**src/rtl/dual_host_regbank.sv**
```systemverilog
// rtl/dual_host_regbank.sv - two-host arbitrated config/status register bank
//
// Purpose: two hosts (A and B) share one bank of read/write config registers
// and read-only status registers through a level-sensitive 4-phase req/ack
// handshake. A two-state FSM grants one host at a time. Round-robin or fixed
// priority (A wins) arbitration is selected by ARB_MODE.
//
// Ports:
//   clk, rstb                  single clock, asynchronous active-low reset
//   ena                        gates new grants (an access in flight completes)
//   a_req / b_req              host request, held until ack then dropped
//   a_wr_rdn / b_wr_rdn        1 = write, 0 = read
//   a_addr / b_addr            register address (config, then status, then unmapped)
//   a_wdata / b_wdata          write data
//   a_ack / b_ack              access complete, held until the host drops req
//   a_rdata / b_rdata          read data, valid while ack is high, else 0
//   a_err / b_err              access error, valid while ack is high, else 0
//   config_regs                flattened config registers, reg i at [i*REG_WIDTH +: REG_WIDTH]
//   cfg_wr_strobe              one-hot, one-cycle pulse on a successful config write
//   status_regs                flattened status inputs, same packing as config_regs

module dual_host_regbank #(
    parameter int  NUM_CFG    = 8,
    parameter int  NUM_STATUS = 8,
    parameter int  REG_WIDTH  = 8,
    parameter int  ARB_MODE   = 0,
    localparam int ADDR_W     = ($clog2(NUM_CFG + NUM_STATUS) > 1) ?
                                $clog2(NUM_CFG + NUM_STATUS) : 1
) (
    input  logic                             clk,
    input  logic                             rstb,
    input  logic                             ena,

    input  logic                             a_req,
    input  logic                             a_wr_rdn,
    input  logic [ADDR_W-1:0]                a_addr,
    input  logic [REG_WIDTH-1:0]             a_wdata,
    output logic                             a_ack,
    output logic [REG_WIDTH-1:0]             a_rdata,
    output logic                             a_err,

    input  logic                             b_req,
    input  logic                             b_wr_rdn,
    input  logic [ADDR_W-1:0]                b_addr,
    input  logic [REG_WIDTH-1:0]             b_wdata,
    output logic                             b_ack,
    output logic [REG_WIDTH-1:0]             b_rdata,
    output logic                             b_err,

    output logic [NUM_CFG*REG_WIDTH-1:0]     config_regs,
    output logic [NUM_CFG-1:0]               cfg_wr_strobe,
    input  logic [NUM_STATUS*REG_WIDTH-1:0]  status_regs
);

    typedef enum logic {
        IDLE = 1'b0,
        ACK  = 1'b1
    } state_t;

    state_t state_q, state_d;

    // Grant owner: 0 = host A, 1 = host B. It keeps its value after the
    // access ends, so it also serves as the last-grant memory for round-robin.
    logic sel_q, sel_d;

    logic [NUM_CFG-1:0][REG_WIDTH-1:0] cfg_q, cfg_d;
    logic [NUM_CFG-1:0]                strobe_q, strobe_d;
    logic [REG_WIDTH-1:0]              rdata_q, rdata_d;
    logic                              err_q, err_d;

    logic                  commit;
    logic                  grant_b;
    logic                  acc_wr;
    logic [ADDR_W-1:0]     acc_addr;
    logic [REG_WIDTH-1:0]  acc_wdata;
    logic [NUM_CFG-1:0]    cfg_hit;
    logic                  stat_hit;
    logic [REG_WIDTH-1:0]  cfg_rd;
    logic [REG_WIDTH-1:0]  stat_rd;

    // An access is committed on the same edge that moves IDLE -> ACK.
    assign commit = (state_q == IDLE) && ena && (a_req || b_req);

    if (ARB_MODE == 1) begin : g_fixed_prio
        assign grant_b = b_req && !a_req;
    end else begin : g_round_robin
        // On contention B wins only if A held the previous grant.
        assign grant_b = b_req && (!a_req || !sel_q);
    end

    // Request fields of the host about to be granted.
    assign acc_wr    = grant_b ? b_wr_rdn : a_wr_rdn;
    assign acc_addr  = grant_b ? b_addr   : a_addr;
    assign acc_wdata = grant_b ? b_wdata  : a_wdata;

    // Address decode; loops avoid out-of-range indexing for any parameter mix.
    always_comb begin
        cfg_hit  = '0;
        stat_hit = 1'b0;
        cfg_rd   = '0;
        stat_rd  = '0;
        for (int i = 0; i < NUM_CFG; i++) begin
            if (acc_addr == ADDR_W'(i)) begin
                cfg_hit[i] = 1'b1;
                cfg_rd     = cfg_q[i];
            end
        end
        for (int j = 0; j < NUM_STATUS; j++) begin
            if (acc_addr == ADDR_W'(NUM_CFG + j)) begin
                stat_hit = 1'b1;
                stat_rd  = status_regs[j*REG_WIDTH +: REG_WIDTH];
            end
        end
    end

    // Access execution. Response is captured once at commit, so later address,
    // wdata or status changes cannot disturb what the host sees during ACK.
    always_comb begin
        rdata_d  = rdata_q;
        err_d    = err_q;
        cfg_d    = cfg_q;
        strobe_d = '0;
        if (commit) begin
            rdata_d = '0;
            err_d   = 1'b0;
            if (acc_wr) begin
                if (|cfg_hit) begin
                    strobe_d = cfg_hit;
                    for (int i = 0; i < NUM_CFG; i++) begin
                        if (cfg_hit[i]) begin
                            cfg_d[i] = acc_wdata;
                        end
                    end
                end else begin
                    err_d = 1'b1;
                end
            end else if (|cfg_hit) begin
                rdata_d = cfg_rd;
            end else if (stat_hit) begin
                rdata_d = stat_rd;
            end else begin
                err_d = 1'b1;
            end
        end
    end

    always_comb begin
        state_d = state_q;
        sel_d   = sel_q;
        case (state_q)
            IDLE: begin
                if (commit) begin
                    state_d = ACK;
                    sel_d   = grant_b;
                end
            end
            ACK: begin
                // ena is ignored here: a granted access always completes.
                if (sel_q ? !b_req : !a_req) begin
                    state_d = IDLE;
                end
            end
            default: state_d = IDLE;
        endcase
    end

    always_ff @(posedge clk or negedge rstb) begin
        if (!rstb) begin
            state_q  <= IDLE;
            sel_q    <= 1'b1;
            cfg_q    <= '0;
            strobe_q <= '0;
            rdata_q  <= '0;
            err_q    <= 1'b0;
        end else begin
            state_q  <= state_d;
            sel_q    <= sel_d;
            cfg_q    <= cfg_d;
            strobe_q <= strobe_d;
            rdata_q  <= rdata_d;
            err_q    <= err_d;
        end
    end

    // Response outputs are gated by ack so the idle or non-granted host sees 0.
    assign a_ack   = (state_q == ACK) && !sel_q;
    assign b_ack   = (state_q == ACK) &&  sel_q;
    assign a_rdata = a_ack ? rdata_q : '0;
    assign b_rdata = b_ack ? rdata_q : '0;
    assign a_err   = a_ack && err_q;
    assign b_err   = b_ack && err_q;

    assign config_regs   = cfg_q;
    assign cfg_wr_strobe = strobe_q;

endmodule

```
**config.mk**
```make
export PLATFORM = sky130hd
export DESIGN_NAME = dual_host_regbank
export DESIGN_NICKNAME = d
export VERILOG_FILES = /design/src/rtl/dual_host_regbank.sv
export SDC_FILE = /design/constraint.sdc
export NUM_CORES = 1
export LEC_CHECK = 0
export ABC_CLOCK_PERIOD_IN_PS = 4300
export BUFFER_PORTS_ARGS = -buffer_cell sky130_fd_sc_hd__buf_2
export CAP_MARGIN = 20
export CORE_MARGIN = 5
export CORE_UTILIZATION = 30
export CTS_CLUSTER_SIZE = 14
export DETAILED_ROUTE_END_ITERATION = 10
export PLACE_DENSITY = 0.61
export SLEW_MARGIN = 15
export SYNTH_ARGS = -nofsm -noshare
export SYNTH_HDL_FRONTEND = slang
export SYNTH_SLANG_ARGS = --single-unit
```
**constraint.sdc**
```tcl
create_clock -name clk -period 4.3 [get_ports clk]
set_input_delay 0.43 -clock clk [delete_from_list [all_inputs] [get_ports clk]]
set_output_delay 0.43 -clock clk [all_outputs]
set_load 0.01 [all_outputs]
```
==> flow_summary.ini <==
[power_and_ir_drop]
leakage_nw = 3.08
p_total_mw = 3.05
power_density_nw_per_um2 = 493
ir_drop_v = 0.000201

[layout]
finalNetCount = 806
utilization = 0.390
final_cells = 932
antenna_cells = 0
layout-drive-gt1-share = 0.317
syn_to_final_growth_pct = 27.7
stdcell_area_um2 = 6190

[clocking]
clockRootBuffer = clkbuf_16
clkSlewWorstSetupHoldPaths_ps = 60
htreeDepth = 3
cts_post_setup_buffers_inserted = 0
cts_tree = yes
clock_path_buffers = 2
cts_buffers = 9
insertion_delay_ps = 340
cts_sinks = 83
cts_resized = 0
postCtsHoldBufs = 0

[global_routing]
grt_max_degree = 51
grt_pass1_vias = 4720
overflow = 0
antenna_found_initial = 0
grt_pass1_wl_um = 27100
globalRouteTotalUtil = 0.190

[logic_synthesis]
syn_area_um2 = 4850
yosysTopAreaCellShare = 0.423
synthTopCellsByArea = dfrtp_1, a21oi_1, mux2i_1, nand2_1, o21ai_0
synth_mux_area_frac = 0.0994
synth_fp_nets = 641
yosysUniqueCellTypes = 59
synth_compound_area_frac = 0.248
yosysSeqAreaShare = 0.429
yosysWarnings = 0
ys_ff_latch = 83
synth_edf_count = 0
synthAdderAreaFrac = 0
yosysTopAreaCell = dfrtp_1
synth-xor-area-share = 0
synth_top_family_by_area = compound AO/OA/AOI/OAI gates
synth-simple-area-share = 0.175
synth_ff_type = dfrtp_1
syn_avg_cell_area_um2 = 8.88
synth-async-reset-ratio = 1.00
netlist_instances = 546

[worst_setup_path]
required_ps = 4560
reg2reg_to = config_regs[63]
worstRegToRegCells = 6
cp_cell_sequence = a21bo_2, buf_4, mux2i_2, and3_1, nor2_1, a21oi_1
cp-end-kind = flip-flop
reg2reg_setup_slack_ps = 1250
max_stage_delay_ps = 660
cp_slowest_cell = dfstp_2
path_max_fanout = 22
crit_type = reg2reg
crit_arrival_ps = 3300
timing.rr.start = sel_q
cp-start-kind = flip-flop

[detailed_routing]
wl_met2_um = 8790
met1_length_um = 7550
drc = 0
dr_wl_met3_um = 1720
first_pass_iters = 5
post_drt_wl_per_cell_um = 19.8
ant_nets = 0
drtIter0Drc = 360
num_vias = 4853
viasPerCell = 5.21
wl_um = 18500
highest_layer = met4

[placed_design]
dp_worst_setup_slack_ps = 1280
place_congestion = 0.878
placed_area_um2 = 5880
dp_hpwl_um = 14300
dp.cells = 916
port_buffers = 186

[floorplanning]
start_util = 0.305
io_pins = 187
fp-row-count = 46
die_x_um = 137
die_h_um = 137
core_um2 = 15900
die-area_um2 = 18800

[timing]
maxSlewViolCount = 0
setup-violations-final = 0
min_period_ps = 3050
hold_viol = 0
fin_setup_tns_ps = 0
timing.fmax_mhz = 328
post-route-period-util = 0.709
finalClockSkew_ps = 4.32
fin_hold_ws_ps = 23.6
tightest_slew_ps = 1050
rsz0062_at_grt = no
timing.final.ws_setup_ps = 1250
relSlewSlack = 0.281

[flow_run]
maxCapViolCount = 0

[worst_hold_path]
hp-class = in2async

[outcome]
outcome = finished clean
cells by family (layout without fill, tap and decap cells):
logic type / Yosys count / count (layout)
compound gates: 195 / 195
simple gates: 183 / 183
flops: 83 / 83
buf+inv: 43 / 213
mux: 42 / 42
registers in the layout, summed over array words and instances (netlist names):
name,flops
config_regs,64
rdata_q,8
state_q,1
sel_q,1
err_q,1
cfg_wr_strobe,8
layer usage:
layer	vias up	track usage
li1	2311	-
met1	2323	0.246
met2	194	0.310
met3	25	0.0507
met4	0	0.0621
met5	-	0
worst max-delay path: cells and delay by family, from the launching register on:
| family | cells | cell delay [ps] |
|---|---|---|
| simple gates | 2 | 730 |
| compound gates | 2 | 510 |
| flops | 1 | 660 |
| mux | 1 | 640 |
| buf+inv | 1 | 410 |
cells in the final DEF, fill, tap and decap left out, drive strengths merged, types with 7 or more instances in the layout:
cell type | Yosys | final
a22oi | 17 | 17
nand3 | 11 | 11
nor2 | 53 | 53
mux2i | 35 | 35
and2 | 10 | 10
dfrtp | 82 | 82
clkbuf | 12 | 11
a21oi | 71 | 71
mux2 | 7 | 7
o211ai | 7 | 7
buf | 26 | 192
o21ai | 54 | 54
and3 | 10 | 10
nand2b | 11 | 11
a31oi | 7 | 7
nand2 | 71 | 71
power by group:
group,total [mW],internal (mW),switching (mW)
registers,1.24,1.01,0.225
clock network,0.808,0.507,0.301
logic,1.01,0.405,0.604
total,3.05,1.92,1.13
synthesized netlist by cell type (10+ instances only):
library cell,count
buf_2,13
dfrtp_1,82
o21ai_0,53
clkbuf_1,12
nand2b_1,11
mux2i_1,30
a22oi_1,16
nand2_1,71
and2_1,10
a21oi_1,70
nand3_1,10
nor2_1,53
and3_1,10
worst max path at each step:
stage                from               to  slack, ps  cells after the start
floorplan           sel_q       rdata_q[5]       2250                      8
finish              sel_q  config_regs[63]       1250                      6
global route        sel_q  config_regs[59]       1100                      6
CTS                 sel_q  config_regs[63]       1280                      6
global placement    sel_q  config_regs[57]       1310                      6
detailed placement  a_req  config_regs[44]       1280                      7
area by class of cell:
type / instances / area (µm²)
Sequential cell: 83 / 2080
Inverter: 5 / 18.8
Multi-Input combinational cell: 420 / 2540
Fill cell: 1683 / 9690
Tap cell: 216 / 270
Clock inverter: 5 / 77.6
Timing Repair Buffer: 192 / 978
Clock buffer: 11 / 233
(Power assumes the default switching activity.)
